[src/rtl/spi_ram_arbiter.sv]
// rtl/spi_ram_arbiter.sv - round-robin arbiter for two requesters sharing a 256x8 single-port RAM
// Optional macro ARB_FIXED_PRIORITY_EN: requester 0 always wins ties instead of round-robin.
module spi_ram_arbiter (
  input  logic       clk,
  input  logic       rst_n,
  input  logic       req0,
  input  logic       we0,
  input  logic [7:0] addr0,
  input  logic [7:0] wdata0,
  output logic       ack0,
  output logic [7:0] rdata0,
  input  logic       req1,
  input  logic       we1,
  input  logic [7:0] addr1,
  input  logic [7:0] wdata1,
  output logic       ack1,
  output logic [7:0] rdata1,
  output logic       ram_en,
  output logic       ram_we,
  output logic [7:0] ram_addr,
  output logic [7:0] ram_wdata,
  input  logic [7:0] ram_rdata
);

  typedef enum logic [1:0] {IDLE, ACCESS, RWAIT, ACK} state_t;

  state_t state;
  logic   winner;
  logic   wr;
  logic   pick;

`ifdef ARB_FIXED_PRIORITY_EN
  assign pick = req0 ? 1'b0 : 1'b1;
`else
  logic last_grant;
  // on a tie, the requester that did not win last time goes next
  assign pick = (req0 && req1) ? ~last_grant : req1;
`endif

  always_ff @(posedge clk or negedge rst_n) begin
    if (!rst_n) begin
      state     <= IDLE;
      winner    <= 1'b0;
      wr        <= 1'b0;
      ack0      <= 1'b0;
      ack1      <= 1'b0;
      rdata0    <= 8'h00;
      rdata1    <= 8'h00;
      ram_en    <= 1'b0;
      ram_we    <= 1'b0;
      ram_addr  <= 8'h00;
      ram_wdata <= 8'h00;
`ifdef ARB_FIXED_PRIORITY_EN
`else
      last_grant <= 1'b1;
`endif
    end else begin
      ack0 <= 1'b0;
      ack1 <= 1'b0;
      case (state)
        IDLE: begin
          if (req0 || req1) begin
            winner    <= pick;
            wr        <= pick ? we1 : we0;
            ram_en    <= 1'b1;
            ram_we    <= pick ? we1 : we0;
            ram_addr  <= pick ? addr1 : addr0;
            ram_wdata <= pick ? wdata1 : wdata0;
`ifdef ARB_FIXED_PRIORITY_EN
`else
            last_grant <= pick;
`endif
            state     <= ACCESS;
          end
        end
        ACCESS: begin
          ram_en <= 1'b0;
          ram_we <= 1'b0;
          state  <= wr ? ACK : RWAIT;
        end
        RWAIT: begin
          // RAM output is valid one cycle after the strobe
          if (winner) rdata1 <= ram_rdata;
          else        rdata0 <= ram_rdata;
          state <= ACK;
        end
        ACK: begin
          if (winner) ack1 <= 1'b1;
          else        ack0 <= 1'b1;
          state <= IDLE;
        end
        default: state <= IDLE;
      endcase
    end
  end

endmodule

[config.mk]
export PLATFORM = sky130hd
export DESIGN_NAME = spi_ram_arbiter
export DESIGN_NICKNAME = d
export VERILOG_FILES = /design/src/rtl/spi_ram_arbiter.sv
export SDC_FILE = /design/constraint.sdc
export NUM_CORES = 1
export LEC_CHECK = 0
export BUFFER_PORTS_ARGS = -buffer_cell sky130_fd_sc_hd__buf_2
export CAP_MARGIN = 30
export CORE_MARGIN = 2
export CORE_UTILIZATION = 33
export CTS_BUF_LIST = sky130_fd_sc_hd__clkbuf_4 sky130_fd_sc_hd__clkbuf_8 sky130_fd_sc_hd__clkbuf_16
export DETAILED_ROUTE_END_ITERATION = 8
export PLACE_DENSITY = 0.67
export SKIP_CTS_REPAIR_TIMING = 1
export SLEW_MARGIN = 20
export SYNTH_ARGS = -nofsm -noshare
export SYNTH_HDL_FRONTEND = slang
export SYNTH_SLANG_ARGS = --single-unit
export TNS_END_PERCENT = 10
[constraint.sdc]
create_clock -name clk -period 1.9 [get_ports clk]
set_clock_uncertainty 0.2 [all_clocks]
set_input_delay 0.38 -clock clk [delete_from_list [all_inputs] [get_ports clk]]
set_output_delay 0.38 -clock clk [all_outputs]
set_load 0.05 [all_outputs]
# --- Word level (Yosys, flattened, before mapping) ---
# Index checks and enable logic that the tools add are counted.
# Widths: inputs -> output; s select.
word_totals:
  reg_bits: 41
  latchBits: 0
  mem_bits_rw: 0
  romBits: 0
  inputBits: 46
  out_inout_bits: 36
  word_cells: 41
  mem_count: 0
op_classes:
  addsub: 0
  multipliers: 0
  div_mod_pow: 0
  n_lt_le_gt_ge: 0
  eq_ne: 4
  shift: 0
  mux: 15
  bitwise_logic: 2
  reduce_logical: 8
op_table:
  columns: ["op", "count"]
  rows:
  - ["$mux 8", 2]
  - ["$mux 1", 9]
  - ["$pmux 2 s4", 1]
  - ["$reduce_and 2->1", 4]
  - ["$eq 2x2->1 const B", 2]
  - ["$pmux 1 s2", 2]
  - ["$eq 2x1->1 const B", 1]
  - ["$logic_not 2->1", 1]
  - ["$mux 2", 1]
  - ["$ne 2x2->1 const B", 1]
  - ["$not 1->1", 2]
  - ["$reduce_bool 2->1", 1]
  - ["$logic_and 1x1->1", 1]
  - ["$logic_or 1x1->1", 1]

# --- Longest topological paths before layout ---
depth:
  depth_word: 5
  depth_mapped: 7
  ltp_nobuf: 5

# --- Worst setup path after synthesis ---
# OpenSTA, ideal clock, no wires.
synth_timing:
  path_kind: "register to register"
  from: "register state[0]"
  to: "register state[0]"
  setup_ns: 0.135
  arrival_ns: 1.396
  setup_slack_ns: 0.169
  path_stages_with_launch: 6
  n_path_buf: 0
  path_cell_list: "dfrtp_1 -> inv_1 -> ha_1 -> or3b_2 -> o21ai_0 -> a22oi_1"
synth_via:
  elab_chain_len: 2
synth_rtl:
  columns: ["element", "line_no", "text"]
  rows:
  - ["start, declared", "27", "state_t state;"]
  - ["start signal, assigned", "79", "state <= wr ? ACK : RWAIT;"]
  - ["$eq 2x2->1, or another cell as far along", "60", "case (state)"]
  - ["$pmux 2 s4 or $ne 2x2->1 (tied branches)", null, null]
# Parallel ways exist; a longest one is shown, timed or not.
# A chain may end at the register's enable or synchronous reset.

# --- Worst setup path in the final report ---
layout_timing:
  from: "register state[1]"
  to: "register state[0]"
# Same word-level chain as after synthesis.

==> results.py <==
metrics = {
    "synth": {
        "syn_area_per_cell_sq_um": 12.4,
        "synthCells": 144,
        "yosys_warnings": 0,
        "synth.distinct_cells": 24,
        "synthAdderAreaFrac": 0.0351,
        "netlist_top_cells_area": "dfrtp_1 56%, mux2_2 10%, mux2i_1 9.6%",
        "yosysTopAreaCell": "dfrtp_1",
        "yosysSeqAreaShare": 0.577,
        "synth_top_family_by_area": "multiplexers",
        "synth_xor_xnor_area_share": 0,
        "yosys.area_share.simple": 0.0639,
        "netlist_area_sq_mm": 0.00178,
        "synth_compound_area_frac": 0.0878,
        "syn_nets": 195,
        "synth_top_area_share": 0.562,
        "synth.area.mux_share": 0.197,
        "synth_seq_cells": 41,
    },
    "placement": {
        "placedCellCount": 292,
        "dp_slack_ns": 0.0275,
        "dp_hpwl_microns": 2780,
        "globalplace.congestion": 0.779,
        "io_buffers": 81,
    },
    "setup_path": {
        "reg2reg_from": "state[1]$_DFFE_PN0P_",
        "crit_required_ns": 1.86,
        "r2r_end": "state[0]$_DFFE_PN0P_",
        "crit_fanout": 6,
        "cp_slowest_cell": "or3b_2",
        "max_stage_delay_ns": 0.51,
        "worst-setup-path-type": "reg2reg",
        "cp-start-kind": "register",
        "ff2ff_setup_slack_ns": 0.10,
        "endpoint_kind": "register",
        "crit_arrival_ns": 1.76,
        "r2r_cells": 5,
        "crit_chain": "inv_1 -> ha_4 -> or3b_2 -> o21ai_0 -> a22oi_1",
    },
    "detailed_routing": {
        "via_per_inst": 4.46,
        "first_pass_iters": 4,
        "wl_per_cell_microns": 12.0,
        "drcViolationCount": 0,
        "dr_total_vias": 1342,
        "wl_microns": 3630,
        "drt_iter0_drc": 37,
        "antenna_left": 0,
    },
    "global_routing": {
        "grt_pass1_wl_microns": 5980,
        "grt_usage": 0.128,
        "antenna_found_initial": 0,
        "grt_pass1_vias": 1299,
        "grt_max_degree": 23,
        "grt-ovfl-total": 0,
    },
    "clocking": {
        "clk_latency_ns": 0.28,
        "clk_path_buf_depth": 2,
        "numCtsBuffers": 5,
        "tritoncts": "yes",
        "cts.sinks": 41,
        "cts-htree-levels": 2,
        "clkTransAtPathRegs_ns": 0.07,
        "cts_root_buffer": "clkbuf_8",
    },
    "timing": {
        "slew_viol_final": 0,
        "setup_ws_ns": 0.101,
        "tns_ns": 0,
        "setup_violations": 0,
        "hold_viol_final": 0,
        "max_freq_mhz": 556,
        "worst_pin_slew_ns": 0.480,
        "slew_headroom": 0.679,
        "period_minus_slack_ns": 1.80,
        "final.period_utilization": 0.947,
        "rsz0062_at_grt": "false",
    },
    "cells_and_area": {
        "layout_commonest_cell": "buf_2",
        "final_cell_mix": "81 x buf_2, 40 x dfrtp_1, 20 x nand2_1",
        "seqCellArea_sq_mm": 0.00103,
        "drive_above_1_share": 0.498,
        "final_util": 0.469,
        "nNetsFinal": 281,
        "diodes": 0,
        "instances_no_fill": 301,
        "fillCellCount": 509,
        "multi_input_area_sq_um": 707,
        "syn_to_final_growth_pct": 36.3,
    },
    "hold_path": {
        "hp-class": "in2reg",
        "hold-path-cell-count": 2,
        "hold_start": "req0",
        "hold_end": "last_grant$_DFFE_PN1P_",
    },
    "power_and_ir_drop": {
        "power_density_mw_per_mm2": 2080,
        "power_mw": 5.05,
        "power.leakage_nw": 1.28,
        "vdd_drop_max_mv": 0.877,
    },
    "outcome": {
        "status": "completed",
    },
    "floorplan": {
        "rows": 26,
        "dieHeight_microns": 77.5,
        "die_w_microns": 77.5,
        "dieArea_sq_mm": 0.00600,
        "ios": 82,
        "initial_utilization": 0.344,
        "core-area_sq_mm": 0.00517,
    },
    "flow_run": {
        "drv_cap": 0,
    },
}
sequential cells by signal, summed over array words and instances (netlist names):
register    cells
ram_addr        8
ram_wdata       8
rdata0          8
rdata1          8
state           2
ack0            1
ack1            1
last_grant      1
ram_en          1
ram_we          1
winner          1
wr              1
worst max path at each step:
stage,start,slack [ns],depth (start not counted),end
after floorplan,state[0]$_DFFE_PN0P_,0.17,5,state[0]$_DFFE_PN0P_
after global placement,state[0]$_DFFE_PN0P_,0.07,5,state[0]$_DFFE_PN0P_
after detailed placement,state[0]$_DFFE_PN0P_,0.03,5,state[0]$_DFFE_PN0P_
after CTS,state[0]$_DFFE_PN0P_,0.02,5,state[0]$_DFFE_PN0P_
after global routing,state[1]$_DFFE_PN0P_,0.01,5,state[0]$_DFFE_PN0P_
final,state[1]$_DFFE_PN0P_,0.10,5,state[0]$_DFFE_PN0P_
report_power, final:
group          switching, mW  internal, mW  total [mW]
Combinational           1.98         0.801        2.78
Clock                  0.282         0.442       0.724
Sequential             0.227          1.32        1.54
per-layer routing:
layer / vias to the layer above / GRT usage / share of wire
met3: 6 / 0.0349 / 0.073
met1: 602 / 0.162 / 0.46
met4: 0 / 0.0679 / 0.017
li1: 667 / - / -
met5: - / 0 / 0
met2: 67 / 0.199 / 0.45
logic make-up after synthesis:
group,after synthesis
mux,33
simple gates,26
compound gates,28
fa+ha+maj,5
buf+inv,11
flops,41
worst max-delay path, delay by kind of cell, from the launching register on:
kind,cells,cell delay [ns]
simple gates,1,0.51
flops,1,0.41
fa+ha+maj,1,0.20
compound gates,2,0.20
buf+inv,1,0.16
synth_stat cells:
cell type / count
clkbuf_1: 1
mux2_2: 16
ha_1: 5
a22oi_1: 2
nor2b_1: 2
dfrtp_1: 40
inv_1: 4
o21ai_1: 10
buf_12: 1
buf_2: 4
a211oi_1: 1
buf_6: 1
mux2i_1: 17
nand3_1: 1
a31oi_1: 1
nand2_1: 20
dfstp_2: 1
a21bo_2: 1
or3b_2: 1
nand2b_1: 1
o31ai_1: 1
and2_1: 1
o21ai_0: 11
a21oi_1: 1
layout make-up:
cell class,count,share of cell area
Sequential cell,41,0.423
Multi-Input combinational cell,92,0.291
Timing Repair Buffer,86,0.194
Clock buffer,7,0.0371
Tap cell,70,0.0361
Clock inverter,1,0.0124
Inverter,4,0.00619
per-stage QoR:
| step | instance area (sq um) | hold slack [ns] |
|---|---|---|
| after floorplan | 1780 | -0.116 |
| after global placement | 2280 | 0.150 |
| after detailed placement | 2280 | 0.157 |
| after CTS | 2400 | -0.171 |
| after global routing | 2430 | 0.120 |
| final | 2430 | 0.127 |
Note: power is estimated with default switching activity, not from simulation.
